<file path="config.mk">
export PLATFORM = sky130hd
export DESIGN_NAME = fifo_mem_ctrl_flat
export DESIGN_NICKNAME = d
export VERILOG_FILES = /design/src/rtl/fifo_mem_ctrl_pkg.sv /design/src/rtl/fifo_mem_ctrl_if.sv /design/src/rtl/fifo_mem_ctrl_ptr_counter.sv /design/src/rtl/fifo_mem_ctrl.sv /design/src/flat_wrapper.sv
export SDC_FILE = /design/constraint.sdc
export NUM_CORES = 1
export LEC_CHECK = 0
export ABC_AREA = 1
export CAP_MARGIN = 5
export CORE_MARGIN = 2
export CORE_UTILIZATION = 36
export CTS_CLUSTER_DIAMETER = 50
export CTS_CLUSTER_SIZE = 40
export DETAILED_ROUTE_END_ITERATION = 12
export GPL_ROUTABILITY_DRIVEN = 1
export PLACE_DENSITY = 0.75
export SYNTH_ARGS = -nofsm -noshare
export SYNTH_HDL_FRONTEND = slang
export SYNTH_SLANG_ARGS = --single-unit
export TNS_END_PERCENT = 30
</file>
<file path="constraint.sdc">
create_clock -name clk -period 2.51 [get_ports clk]
set_clock_uncertainty 0.2 [all_clocks]
set_input_delay 0.502 -clock clk [delete_from_list [all_inputs] [get_ports clk]]
set_output_delay 0.502 -clock clk [all_outputs]
set_load 0.02 [all_outputs]
</file>
<file path="src/rtl/fifo_mem_ctrl_pkg.sv">
// fifo_mem_ctrl_pkg: shared FIFO status encodings and default sizes
package fifo_mem_ctrl_pkg;
  localparam int DEF_DATA_SIZE = 8;
  localparam int DEF_MAIN_SIZE = 2;
  typedef enum logic [1:0] {ST_EMPTY = 2'd0, ST_MID = 2'd1, ST_FULL = 2'd2} state_t;
endpackage

</file>
<file path="src/rtl/fifo_mem_ctrl_if.sv">
// fifo_mem_ctrl_if: push/pop requests, memory strobes/pointers and status flags
// slave = controller side (takes push/pop/push_data), master = requester side
interface fifo_mem_ctrl_if import fifo_mem_ctrl_pkg::*; #(
  parameter int DATA_SIZE = DEF_DATA_SIZE,
  parameter int MAIN_SIZE = DEF_MAIN_SIZE
) ();
  logic                 push, pop;
  logic [DATA_SIZE-1:0] push_data, mem_data_in;
  logic                 mem_write, mem_read, pop_valid;
  logic [MAIN_SIZE-1:0] mem_wr_ptr, mem_rd_ptr;
  logic [MAIN_SIZE:0]   count;
  logic                 full, empty, almost_full, almost_empty, overflow, underflow;
  modport slave (
    input  push, pop, push_data,
    output mem_write, mem_read, mem_wr_ptr, mem_rd_ptr, mem_data_in, pop_valid,
           count, full, empty, almost_full, almost_empty, overflow, underflow
  );
  modport master (
    output push, pop, push_data,
    input  mem_write, mem_read, mem_wr_ptr, mem_rd_ptr, mem_data_in, pop_valid,
           count, full, empty, almost_full, almost_empty, overflow, underflow
  );
endinterface

</file>
<file path="src/rtl/fifo_mem_ctrl_ptr_counter.sv">
// fifo_mem_ctrl_ptr_counter: wrapping pointer counter with enable
// ports: clk, reset (async high), en (advance), q (pointer value)
module fifo_mem_ctrl_ptr_counter #(
  parameter int W = 3
) (
  input  logic         clk,
  input  logic         reset,
  input  logic         en,
  output logic [W-1:0] q
);
  always_ff @(posedge clk or posedge reset)
    if (reset) q <= '0;
    else if (en) q <= q + 1'b1;
endmodule

</file>
<file path="src/rtl/fifo_mem_ctrl.sv">
// fifo_mem_ctrl: pointer/flag controller for a 4x8 dual-pointer FIFO memory
// ports: clk, reset (async high), bus (fifo_mem_ctrl_if.slave: requests, strobes, flags)
module fifo_mem_ctrl import fifo_mem_ctrl_pkg::*; #(
  parameter int DATA_SIZE = DEF_DATA_SIZE,
  parameter int MAIN_SIZE = DEF_MAIN_SIZE,
  parameter int AF_THRESH = 3,
  parameter int AE_THRESH = 1
) (
  input logic clk,
  input logic reset,
  fifo_mem_ctrl_if.slave bus
);
  localparam int CW = MAIN_SIZE + 1;
  localparam logic [CW-1:0] DEPTH = CW'(2 ** MAIN_SIZE);
  state_t state, state_nx;
  logic [CW-1:0] wr_ptr, rd_ptr, count, count_nx;
  logic push_acc, pop_acc;
  // gating with reset keeps strobes quiet while reset is held
  assign push_acc = bus.push & (state != ST_FULL) & ~reset;
  assign pop_acc  = bus.pop & (state != ST_EMPTY) & ~reset;
  fifo_mem_ctrl_ptr_counter #(.W(CW)) u_wr (.clk(clk), .reset(reset), .en(push_acc), .q(wr_ptr));
  fifo_mem_ctrl_ptr_counter #(.W(CW)) u_rd (.clk(clk), .reset(reset), .en(pop_acc), .q(rd_ptr));
  // the extra pointer bit disambiguates full from empty in the difference
  assign count    = wr_ptr - rd_ptr;
  assign count_nx = count + CW'(push_acc) - CW'(pop_acc);
  always_comb begin
    state_nx = state;
    state_nx = (state == ST_EMPTY) ? (push_acc ? ST_MID : ST_EMPTY)
             : (state == ST_FULL)  ? (pop_acc ? ST_MID : ST_FULL)
             : (count_nx == DEPTH) ? ST_FULL
             : (count_nx == '0)    ? ST_EMPTY : ST_MID;
  end
  always_ff @(posedge clk or posedge reset)
    if (reset) begin
      state            <= ST_EMPTY;
      bus.almost_full  <= 1'b0;
      bus.almost_empty <= 1'b1;
      bus.overflow     <= 1'b0;
      bus.underflow    <= 1'b0;
      bus.pop_valid    <= 1'b0;
    end else begin
      state            <= state_nx;
      bus.almost_full  <= count_nx >= CW'(AF_THRESH);
      bus.almost_empty <= count_nx <= CW'(AE_THRESH);
      bus.overflow     <= bus.overflow | (bus.push & ~push_acc);
      bus.underflow    <= bus.underflow | (bus.pop & ~pop_acc);
      bus.pop_valid    <= pop_acc;
    end
  assign bus.mem_write   = push_acc;
  assign bus.mem_read    = pop_acc;
  assign bus.mem_wr_ptr  = wr_ptr[MAIN_SIZE-1:0];
  assign bus.mem_rd_ptr  = rd_ptr[MAIN_SIZE-1:0];
  assign bus.mem_data_in = DATA_SIZE'(bus.push_data);
  assign bus.count       = count;
  assign bus.full        = state == ST_FULL;
  assign bus.empty       = state == ST_EMPTY;
endmodule

</file>
<file path="src/flat_wrapper.sv">
// flat-port wrapper written by rule: the top's interface ports become plain ports
module fifo_mem_ctrl_flat import fifo_mem_ctrl_pkg::*;
#(
  parameter int DATA_SIZE = DEF_DATA_SIZE,
  parameter int MAIN_SIZE = DEF_MAIN_SIZE,
  parameter int AF_THRESH = 3,
  parameter int AE_THRESH = 1
)
  (clk, reset, bus_push, bus_pop, bus_push_data, bus_mem_write, bus_mem_read, bus_mem_wr_ptr, bus_mem_rd_ptr, bus_mem_data_in, bus_pop_valid, bus_count, bus_full, bus_empty, bus_almost_full, bus_almost_empty, bus_overflow, bus_underflow);
  fifo_mem_ctrl_if #(.DATA_SIZE(DATA_SIZE), .MAIN_SIZE(MAIN_SIZE)) bus_i ();
  input logic clk;
  input logic reset;
  input wire logic [$bits(bus_i.push)-1:0] bus_push;
  input wire logic [$bits(bus_i.pop)-1:0] bus_pop;
  input wire logic [$bits(bus_i.push_data)-1:0] bus_push_data;
  output wire logic [$bits(bus_i.mem_write)-1:0] bus_mem_write;
  output wire logic [$bits(bus_i.mem_read)-1:0] bus_mem_read;
  output wire logic [$bits(bus_i.mem_wr_ptr)-1:0] bus_mem_wr_ptr;
  output wire logic [$bits(bus_i.mem_rd_ptr)-1:0] bus_mem_rd_ptr;
  output wire logic [$bits(bus_i.mem_data_in)-1:0] bus_mem_data_in;
  output wire logic [$bits(bus_i.pop_valid)-1:0] bus_pop_valid;
  output wire logic [$bits(bus_i.count)-1:0] bus_count;
  output wire logic [$bits(bus_i.full)-1:0] bus_full;
  output wire logic [$bits(bus_i.empty)-1:0] bus_empty;
  output wire logic [$bits(bus_i.almost_full)-1:0] bus_almost_full;
  output wire logic [$bits(bus_i.almost_empty)-1:0] bus_almost_empty;
  output wire logic [$bits(bus_i.overflow)-1:0] bus_overflow;
  output wire logic [$bits(bus_i.underflow)-1:0] bus_underflow;
  assign bus_i.push = bus_push;
  assign bus_i.pop = bus_pop;
  assign bus_i.push_data = bus_push_data;
  assign bus_mem_write = bus_i.mem_write;
  assign bus_mem_read = bus_i.mem_read;
  assign bus_mem_wr_ptr = bus_i.mem_wr_ptr;
  assign bus_mem_rd_ptr = bus_i.mem_rd_ptr;
  assign bus_mem_data_in = bus_i.mem_data_in;
  assign bus_pop_valid = bus_i.pop_valid;
  assign bus_count = bus_i.count;
  assign bus_full = bus_i.full;
  assign bus_empty = bus_i.empty;
  assign bus_almost_full = bus_i.almost_full;
  assign bus_almost_empty = bus_i.almost_empty;
  assign bus_overflow = bus_i.overflow;
  assign bus_underflow = bus_i.underflow;
  fifo_mem_ctrl #(.DATA_SIZE(DATA_SIZE), .MAIN_SIZE(MAIN_SIZE), .AF_THRESH(AF_THRESH), .AE_THRESH(AE_THRESH)) u_core (.clk(clk), .reset(reset), .bus(bus_i));
endmodule
</file>
## Word-level counts from Yosys, hierarchy flattened

Cells that the tools add are included.

| operators by class | value |
|---|---|
| $add $sub $neg | 5 |
| order comparisons | 2 |
| equality and inequality tests | 3 |
| mux-type cells | 6 |
| bitwise operators | 11 |
| reductions and logical operators | 3 |

Operators by type and width:

| cell | count |
|---|---|
| $mux W2 | 4 |
| $add A3 B1 Y3 const B | 2 |
| $and A1 B1 Y1 | 6 |
| $add A3 B1 Y3 | 1 |
| $eq A3 B3 Y1 const B | 1 |
| $ge A3 B2 Y1 const B | 1 |
| $le A3 B1 Y1 const B | 1 |
| $logic_not A3 Y1 | 1 |
| $not A1 Y1 | 3 |
| $sub A3 B1 Y3 | 1 |
| $sub A3 B3 Y3 | 1 |
| $eq A2 B2 Y1 const B | 1 |
| $logic_not A2 Y1 | 1 |
| $mux W1 | 2 |
| $ne A2 B2 Y1 const B | 1 |
| $or A1 B1 Y1 | 2 |
| $reduce_bool A2 Y1 | 1 |

| word-level totals | value |
|---|---|
| flip-flop bits (word level) | 13 |

## Depth between registers and ports, before layout

Gate-level depths: netlist of the first run.

| depth | value |
|---|---|
| depth in word-level cells | 10 |
| mapped depth | 14 |

## Modules after synthesis

From an unflattened synthesis of the first run, not the netlist that was laid out.

| second synthesis, totals | value |
|---|---|
| cells, all modules | 99 |
| area total of the unflattened synthesis | 852.1 µm² |

By module, submodules not included:

| module | times used | cells an instance | area each (µm²) |
|---|---|---|---|
| fifo_mem_ctrl | 1 | 69 | 579.3 |
| fifo_mem_ctrl_ptr_counter | 2 | 15 | 136.4 |

## Worst setup path before layout of the first run

OpenSTA, ideal clock, no wires.

| timing | value |
|---|---|
| kind | input to register |
| start | input port bus_pop |
| end | register u_core.state[0] |
| library setup time | 0.132 ns |
| data arrival time | 2.325 ns |
| setup slack | -0.147 ns |
| cell stages on the path | 10 |
| buffers on the path | 0 |
| path through | inv_1 nor3_4 ha_1 inv_1 ha_1 inv_1 fa_1 inv_1 nor3_1 o31ai_1 |

| between the ends | value |
|---|---|
| cells in the longest elaborated chain, start to end | 8 |

RTL lines:

| item | RTL line | text |
|---|---|---|
| from (decl) | flat_wrapper.sv:14 | `input wire logic [$bits(bus_i.pop)-1:0] bus_pop;` |
| $and A1 B1 Y1 (*) (2 in series) | fifo_mem_ctrl.sv:20 | `assign pop_acc = bus.pop & (state != ST_EMPTY) & ~reset;` |
| net bus_mem_read | flat_wrapper.sv:17 | `output wire logic [$bits(bus_i.mem_read)-1:0] bus_mem_read;` |
| $sub A3 B1 Y3 | fifo_mem_ctrl.sv:25 | `assign count_nx = count + CW'(push_acc) - CW'(pop_acc);` |
| $logic_not A3 Y1 | fifo_mem_ctrl.sv:31 | `: (count_nx == '0) ? ST_EMPTY : ST_MID;` |
| $mux W1 | fifo_mem_ctrl.sv:31 |  |
| $mux W2 | fifo_mem_ctrl.sv:30 | `: (count_nx == DEPTH) ? ST_FULL` |
| $mux W2 (*) | fifo_mem_ctrl.sv:29 | `: (state == ST_FULL) ? (pop_acc ? ST_MID : ST_FULL)` |
| $mux W2 (*) | fifo_mem_ctrl.sv:28 | `state_nx = (state == ST_EMPTY) ? (push_acc ? ST_MID : ST_EMPTY)` |
| net u_core.state_nx[0] | fifo_mem_ctrl.sv:15 | `state_t state, state_nx;` |
| to (signal assigned) | fifo_mem_ctrl.sv:42 | `state <= state_nx;` |
| to (decl) | fifo_mem_ctrl.sv:15 |  |

The timed path passes the listed nets; every way through them passes the cells marked *.
A chain may end at the register's enable or synchronous reset.

## Final worst setup path of the first run

| timing | value |
|---|---|
| start | register u_core.u_rd.q[0] |
| end | output port bus_count[2] |

| between the ends | value |
|---|---|
| cells in the longest elaborated chain, start to end | 1 |

RTL lines:

| item | RTL line | text |
|---|---|---|
| from (decl) | fifo_mem_ctrl_ptr_counter.sv:9 | `output logic [W-1:0] q` |
| from (signal assigned) | fifo_mem_ctrl_ptr_counter.sv:13 | `else if (en) q <= q + 1'b1;` |
| $sub A3 B3 Y3 | fifo_mem_ctrl.sv:24 | `assign count = wr_ptr - rd_ptr;` |
| to (decl) | flat_wrapper.sv:22 | `output wire logic [$bits(bus_i.count)-1:0] bus_count;` |

Every way passes these cells.

==> flow_summary.json, run 1 <==
{
  "outcome": "finished clean",
  "final_net_count": 133,
  "ant_nets": 0,
  "yosysUniqueCellTypes": 21,
  "numCtsBuffers": 3,
  "final_cell_mix": "nand2_1, buf_4, inv_1",
  "clk_latency_ns": 0.28,
  "ctsLongestPathBuffers": 2,
  "wl_per_cell_um": 10.57,
  "dieHeight_um": 51.24,
  "power_frac_comb_pct": 73.3,
  "port_buffers": 19,
  "vdd_ir_drop_max_mv": 0.7122,
  "layout-drive-gt1-share_pct": 31.86,
  "fin_ws_ns": 0.05293,
  "htreeDepth": 1,
  "synthCells": 87,
  "cts.sinks": 13,
  "antenna_found_initial": 0,
  "route.detailed.drc": 0,
  "ios": 36,
  "critPathArrivalTime_ns": 1.76,
  "tns_ns": 0,
  "crit_fanout": 2,
  "coreArea_mm2": 0.002170,
  "leakage_nw": 0.5825,
  "layout_min_cycle_time_ns": 2.457,
  "multiInputGateArea_um2": 350.3,
  "antenna_cells": 0,
  "die_area_mm2": 0.002625,
  "design_area_mm2": 0.001104,
  "netlist_area_um2": 803.3,
  "synth_nets": 106,
  "place_congestion": 0.7471,
  "p_sw_mw": 0.8364,
  "grt_first_pass_wirelength_um": 2559,
  "hold_buffers": 0,
  "p_int_mw": 0.9698,
  "slew_violations": 0,
  "vias": 614,
  "grt.total_usage_pct": 13.25,
  "overflow": 0,
  "finalCritPeriodShare_pct": 97.89,
  "worst-r2r-setup-slack_ns": 0.06,
  "ys_seq_area_share_pct": 40.65,
  "drt-vias-per-instance": 4.355,
  "clkSlewWorstSetupHoldPaths_ns": 0.08,
  "start_util_pct": 37.02,
  "rsz0062_at_grt": "true",
  "hp-class": "flop to flop",
  "ys_ff_latch": 13,
  "worst_setup_path_start_kind": "flop",
  "die-width_um": 51.24,
  "first_pass_iters": 3,
  "end_kind": "output port",
  "n_fill_cell": 213,
  "syn_to_final_growth_pct": 37.38,
  "cts_tree": "built",
  "power_density_mw_per_mm2": 1637,
  "drt_iter0_drc": 3,
  "final_common_cell": "nand2_1",
  "dpl.hpwl_um": 1144,
  "setup_viol": 0,
  "register_area_um2": 326.6,
  "rows": 17,
  "yosysWarnings": 0,
  "worst_pin_slew_ns": 0.2210,
  "drv_cap": 0,
  "hold_violations": 0,
  "timing.fmax_mhz": 407.0,
  "p_sw_share_pct": 46.31,
  "clockPowerShare_pct": 7.4,
  "seq_power_share_pct": 19.3,
  "wirelength_um": 1491,
  "crit_required_ns": 1.81,
  "crit_type": "flop to output port",
  "root_buffer": "clkbuf_4",
  "grt_max_degree": 15,
  "avgSynthCellArea_um2": 9.233,
  "placed_area_mm2": 0.001055,
  "grt_pass1_vias": 611,
  "slew_headroom_pct": 85.22,
  "dp_slack_ns": -0.4687
}
registers in the layout, indices dropped and copies added (netlist names):
signal and cells:
u_core.bus.almost_empty 1, u_core.u_wr.q 3, u_core.u_rd.q 3, u_core.bus.underflow 1, u_core.state 2, u_core.bus.almost_full 1
u_core.bus.pop_valid 1, u_core.bus.overflow 1
cell families after synthesis:
kind of cell	share of synthesized area [%]
buffers and inverters	19.63
and+or+nand+nor	17.44
DFF	40.66
adders and majority gates	12.77
AOI/OAI and AO/OA	4.050
xor gates and xnor gates	5.451
power groups by stage:
stage               Clock, mW  Combinational, mW  Sequential, mW
finish                  0.134               1.32           0.348
global route            0.144               1.48           0.356
CTS                     0.137               1.26           0.349
detailed placement          0               1.25           0.351
global placement            0               1.22           0.350
floorplan                   0              0.761           0.378
Yosys cell counts:
| cell type | instances | area [um2] |
|---|---|---|
| xor2_1 | 5 | 43.79 |
| ha_1 | 5 | 62.56 |
| dfstp_2 | 1 | 26.28 |
| o31ai_1 | 1 | 7.510 |
| nor3_1 | 1 | 5.000 |
| nand3_4 | 1 | 17.52 |
| a21o_1 | 1 | 7.510 |
| inv_1 | 17 | 63.81 |
| nand2_1 | 17 | 63.81 |
| nand3_1 | 3 | 15.01 |
| nor3_4 | 1 | 16.27 |
| a21oi_1 | 1 | 5.000 |
| nor2_1 | 1 | 3.750 |
| nor2_2 | 1 | 6.260 |
| buf_4 | 12 | 90.09 |
| fa_1 | 2 | 40.04 |
| o21bai_1 | 1 | 7.510 |
| dfrtp_1 | 12 | 300.3 |
| o21ai_0 | 1 | 5.000 |
| nand2_2 | 2 | 12.51 |
| inv_2 | 1 | 3.750 |
stage by stage:
stage / util (%) / instances / total power [mW] / hold slack (ns)
after CTS: 49.88 / 140 / 1.747 / 0.2764
after floorplan: - / 87 / 1.138 / 0.1303
after detailed placement: 48.62 / 136 / 1.605 / 0.2702
after global placement: 48.62 / 136 / 1.565 / 0.2428
after global routing: 50.87 / 141 / 1.978 / 0.2818
final: 50.87 / 141 / 1.806 / 0.2690
final cells by class:
| type | instances | share of cell area [%] |
|---|---|---|
| multi-input combinational | 44 | 31.75 |
| timing repair buffer | 34 | 26.64 |
| tap | 28 | 3.175 |
| inverter | 18 | 6.463 |
| sequential | 13 | 29.59 |
| clock buffer | 4 | 2.381 |
repair_timing:
| item | CTS | global route |
|---|---|---|
| endpoints found under the setup margin | 8 | 6 |
| gates resized for setup | 11 | 6 |
| buffers inserted | 0 | 1 |
| pin swaps | 2 | 4 |
routing by layer:
| layer | vias to the layer above | GRT usage [%] | routed length [um] |
|---|---|---|---|
| li1 | 304 | - | - |
| met1 | 289 | 15.20 | 628 |
| met2 | 16 | 22.29 | 735 |
| met3 | 5 | 2.924 | 83 |
| met4 | 0 | 8.333 | 43 |
| met5 | - | 0 | 0 |
critical path: stages (launching register included):
cell	delay, ns
dfrtp_1	0.39
ha_1	0.22
fa_2	0.35
inv_1	0.06
nand2_1	0.06
nand2_1	0.06
nand2_1	0.07
nand2_1	0.08
inv_1	0.04
buf_2	0.15
path summary, 6_finish.rpt:
| check | start | end | cells past startpoint |
|---|---|---|---|
| setup / recovery | u_core.u_rd.q[0] | bus_count[2] | 9 |
| hold / removal | u_core.bus.overflow | u_core.bus.overflow | 1 |
| setup reg to reg | u_core.u_rd.q[0] | u_core.state[1] | 10 |
| hold reg to reg | u_core.bus.overflow | u_core.bus.overflow | 1 |
| max in group asynchronous | reset | u_core.bus.almost_empty | 3 |
| min in group asynchronous | reset | u_core.bus.underflow | 3 |
Note: power is estimated with default switching activity, not from simulation.
==> run 2, diff against run 1 <==
--- a/config.mk
+++ b/config.mk
@@ -13,6 +13,7 @@
 export CTS_CLUSTER_SIZE = 40
 export DETAILED_ROUTE_END_ITERATION = 12
 export GPL_ROUTABILITY_DRIVEN = 1
+export MAX_ROUTING_LAYER = met4
 export PLACE_DENSITY = 0.75
 export SYNTH_ARGS = -nofsm -noshare
 export SYNTH_HDL_FRONTEND = slang
==> flow_summary.json, run 2 (synthesis results as in run 1) <==
{
  "outcome": "finished clean",
  "cp_top_family": "adder cells",
  "start_util_pct": 37.02,
  "syn_to_final_growth_pct": 37.38,
  "critPathBufInv": 3,
  "reg_top3": "u_core.u_rd.q: 3 flops, u_core.u_wr.q: 3 flops, u_core.state: 2 flops",
  "coreArea_mm2": 0.002170,
  "report.power.total_mw": 1.806,
  "timing.hold.ws_ns": 0.2690,
  "drt_iter0_drc": 3,
  "wirelength_um": 1491,
  "setup_viol": 0,
  "overflow": 0,
  "die_area_mm2": 0.002625,
  "timing.fmax_mhz": 407.0,
  "cpPeakStageDelay_ns": 0.39,
  "critPathMostFrequentCell": "nand2_1",
  "dpl.hpwl_um": 1144,
  "final_cell_mix": "nand2_1, buf_4, inv_1",
  "grt_pass1_vias": 611,
  "crit_required_ns": 1.81,
  "cts.sinks": 13,
  "clk_latency_ns": 0.28,
  "layout-drive-gt1-share_pct": 31.86,
  "wl_per_cell_um": 10.57,
  "port_buffers": 19,
  "power_density_mw_per_mm2": 1637,
  "clkSlewWorstSetupHoldPaths_ns": 0.08,
  "worst_pin_slew_ns": 0.2210,
  "grt.total_usage_pct": 13.61,
  "vdd_ir_drop_max_mv": 0.7123,
  "end_kind": "output port",
  "vias": 614,
  "numCtsBuffers": 3,
  "slew_violations": 0,
  "path_cells": "ha_1, fa_2, inv_1, nand2_1, nand2_1, nand2_1, nand2_1, inv_1, buf_2",
  "cts_tree": "built",
  "place_congestion": 0.7566,
  "layout_min_cycle_time_ns": 2.457,
  "drt-vias-per-instance": 4.355,
  "finalCritPeriodShare_pct": 97.89,
  "route.detailed.drc": 0,
  "instances_no_fill": 141,
  "hp-class": "flop to flop",
  "crit_fanout": 2,
  "critPathArrivalTime_ns": 1.76,
  "grt_max_degree": 15,
  "first_pass_iters": 3,
  "rows": 17,
  "final_common_cell": "nand2_1",
  "ios": 36,
  "grt_first_pass_wirelength_um": 2553,
  "htreeDepth": 1,
  "critPathSlowestCell": "dfrtp_1",
  "crit_type": "flop to output port",
  "antenna_found_initial": 0,
  "slew_headroom_pct": 85.22,
  "hold_violations": 0,
  "hold_buffers": 0,
  "rsz0062_at_grt": "true",
  "worst_setup_path_start_kind": "flop",
  "dieHeight_um": 51.24,
  "leakage_nw": 0.5825,
  "antenna_cells": 0,
  "ant_nets": 0,
  "root_buffer": "clkbuf_4",
  "ctsLongestPathBuffers": 2,
  "die-width_um": 51.24,
  "drv_cap": 0,
  "final_net_count": 133,
  "dp_cells": 136
}
## run 2: cell counts in the layout (fill, tap and decap cells not counted)
No cell type changed its count.
## run 2: power breakdown
| part | internal [mW] | total [mW] | switching, mW |
|---|---|---|---|
| registers | 0.304 | 0.348 | 0.0445 |
| logic | 0.605 | 1.32 | 0.719 |
| clock network | 0.0616 | 0.134 | 0.0726 |
| total | 0.970 | 1.81 | 0.836 |
## run 2: layout make-up
type	count	area, um2
Multi-Input combinational cell	44	350.3
Timing Repair Buffer	34	294.0
Inverter	18	71.32
Fill cell	213	1066
Clock buffer	4	26.28
Tap cell	28	35.03
Sequential cell	13	326.6
## run 2: final timing paths
check / slack [ns] / startpoint / end / depth (start not counted)
worst min register to register: 0.27 / u_core.bus.overflow / u_core.bus.overflow / 1
min in group asynchronous: 0.28 / reset / u_core.bus.underflow / 3
worst min-delay path: 0.27 / u_core.bus.overflow / u_core.bus.overflow / 1
worst max-delay path: 0.05 / u_core.u_rd.q[0] / bus_count[2] / 9
worst max register to register: 0.06 / u_core.u_rd.q[0] / u_core.state[1] / 10
max in group asynchronous: 1.59 / reset / u_core.bus.almost_empty / 3
## run 2: per-layer routing
| layer | vias to the layer above | GRT usage, % | routed length [um] |
|---|---|---|---|
| met4 | 0 | 8.333 | 41 |
| met1 | 289 | 15.20 | 628 |
| met3 | 5 | 2.924 | 83 |
| met2 | 16 | 22.29 | 737 |
| met5 | - | - | 0 |
| li1 | 304 | - | - |
## run 2: repair_timing
| action | 4_1_cts | 5_1_grt |
|---|---|---|
| cloned | 0 | 0 |
| pin swaps | 2 | 4 |
| setup endpoints to repair | 8 | 6 |
| gates resized for setup | 11 | 6 |
| setup buffers | 0 | 1 |
## run 2: stage by stage
step	setup TNS (ns)	utilization [%]	setup WS [ns]	instance area, um2
finish	0	50.87	0.05284	1104
global route	-0.06100	50.87	-0.04892	1104
CTS	-0.007521	49.88	-0.007521	1082
floorplan	-0.1694	-	-0.07907	814.5
global placement	-1.949	48.62	-0.4044	1055
detailed placement	-2.199	48.62	-0.4687	1055
==> run 3, diff against run 2 <==
--- a/config.mk
+++ b/config.mk
@@ -15,6 +15,7 @@
 export GPL_ROUTABILITY_DRIVEN = 1
 export MAX_ROUTING_LAYER = met4
 export PLACE_DENSITY = 0.75
+export SLEW_MARGIN = 20
 export SYNTH_ARGS = -nofsm -noshare
 export SYNTH_HDL_FRONTEND = slang
 export SYNTH_SLANG_ARGS = --single-unit
==> constraint.sdc (replaced) <==
create_clock -name clk -period 2.51 [get_ports clk]
set_clock_uncertainty 0.2 [all_clocks]
set_input_delay 0.502 -clock clk [delete_from_list [all_inputs] [get_ports clk]]
set_output_delay 0.502 -clock clk [all_outputs]
set_load 0.05 [all_outputs]
==> flow_summary.json, run 3 (synthesis results as in run 1) <==
{
  "slew_violations": 0,
  "layout-drive-gt1-share_pct": 46.85,
  "critPathSlowestCell": "dfrtp_1",
  "worst_pin_slew_ns": 0.4958,
  "final_net_count": 131,
  "numCtsBuffers": 3,
  "die_area_mm2": 0.002625,
  "clkSlewWorstSetupHoldPaths_ns": 0.08,
  "ios": 36,
  "cp_top_family": "adder cells",
  "finalCritPeriodShare_pct": 98.92,
  "coreArea_mm2": 0.002170,
  "critPathBufInv": 3,
  "design_area_mm2": 0.001156,
  "die-width_um": 51.24,
  "cts.sinks": 13,
  "n_fill_cell": 210,
  "place_congestion": 0.8455,
  "final_common_cell": "buf_4",
  "grt_max_degree": 15,
  "dieHeight_um": 51.24,
  "end_kind": "output port",
  "ant_nets": 0,
  "grt_first_pass_wirelength_um": 2566,
  "first_pass_iters": 4,
  "htreeDepth": 1,
  "grt.total_usage_pct": 13.89,
  "antenna_found_initial": 0,
  "placed_area_mm2": 0.001026,
  "crit_type": "flop to output port",
  "route.detailed.drc": 0,
  "layout_min_cycle_time_ns": 2.483,
  "timing.fmax_mhz": 402.8,
  "outcome": "finished clean",
  "wirelength_um": 1558,
  "hold_violations": 0,
  "syn_to_final_growth_pct": 43.93,
  "crit_required_ns": 1.81,
  "clk_latency_ns": 0.28,
  "critPathArrivalTime_ns": 1.78,
  "rows": 17,
  "cts_tree": "built",
  "drv_cap": 0,
  "drt-vias-per-instance": 4.475,
  "port_buffers": 19,
  "r2r-start": "u_core.state[0]",
  "final_cell_mix": "buf_4, dfrtp_1, nand2_1",
  "reg_top3": "u_core.u_rd.q: 3 flops, u_core.u_wr.q: 3 flops, u_core.state: 2 flops",
  "critPathMostFrequentCell": "nand2_2",
  "worst_setup_path_start_kind": "flop",
  "register_area_um2": 327.8,
  "setup_viol": 0,
  "ctsLongestPathBuffers": 2,
  "root_buffer": "clkbuf_4",
  "cp-startpoint": "u_core.u_rd.q[0]",
  "hp-class": "input port to async pin",
  "vias": 622,
  "overflow": 0,
  "cpPeakStageDelay_ns": 0.42,
  "start_util_pct": 37.02,
  "wl_per_cell_um": 11.21,
  "crit_fanout": 2,
  "path_cells": "ha_4, fa_2, inv_2, nand2_2, nand2_2, nand2_2, nand2_2, inv_2, buf_12",
  "slew_headroom_pct": 66.84,
  "drt_iter0_drc": 8,
  "dpl.hpwl_um": 1176,
  "rsz0062_at_grt": "true",
  "grt_pass1_vias": 589,
  "multiInputGateArea_um2": 381.6,
  "antenna_cells": 0
}
-- run 3: cell types whose count changed in the layout (fill, tap and decap cells not counted), sizes merged --
cell	delta
clkbuf	-1
clkdlybuf4s15	+1
clkdlybuf4s50	-3
dlymetal6s2s	-2
buf	+4
dlygate4sd2	-1
clkinvlp	-1
inv	+1
-- run 3: stage by stage --
stage | cells | hold slack (ns) | utilization [%] | worst slack [ns] | TNS, ns
floorplan | 87 | 0.2176 | - | -0.3313 | -1.158
global placement | 128 | 0.2458 | 47.29 | -0.3483 | -1.196
detailed placement | 128 | 0.2564 | 47.29 | -0.4470 | -1.518
CTS | 136 | 0.2515 | 49.83 | 0.002302 | 0
global route | 139 | 0.2257 | 53.29 | -0.04629 | -0.07310
finish | 139 | 0.2172 | 53.29 | 0.02723 | 0
-- run 3: final cells by class --
class	instances	area share [%]
multi-input cells	44	33.01
inverters	18	5.844
flip-flops and latches	13	28.35
well taps	28	3.030
repair buffers	32	27.49
clock buffers	4	2.273
-- run 3: path summary, 6_finish.rpt --
path	endpoint	slack, ns	cells after the start
setup / recovery	bus_count[2]	0.03	9
hold / removal	u_core.state[0]	0.22	3
setup reg to reg	u_core.state[1]	0.10	14
hold reg to reg	u_core.bus.overflow	0.27	1
max in group asynchronous	u_core.bus.almost_empty	1.66	3
min in group clk	u_core.bus.overflow	0.27	1
-- run 3: per-layer routing --
| metal | GRT usage, % | routed length [um] | vias to the layer above |
|---|---|---|---|
| li1 | - | - | 298 |
| met1 | 16.01 | 615 | 299 |
| met2 | 22.08 | 820 | 20 |
| met3 | 3.509 | 87 | 5 |
| met4 | 7.895 | 34 | 0 |
| met5 | - | 0 | - |
-- run 3: tightest hold or removal path, stage by stage --
cell             delay (ns)
clkdlybuf4s15_1        0.23
inv_2                  0.11
buf_4                  0.22
-- run 3: what timing repair did --
item | 4_1_cts | 5_1_grt
setup endpoints to repair | 6 | 6
endpoints found under the hold margin | 0 | 0
hold buffers | 0 | 0
resized for setup | 5 | 21
pin swaps | 6 | 8
setup buffers | 4 | 3
Power of run 3 is not shown: default switching activity piles up to over one toggle a cycle in this logic, so the estimate is an artifact.
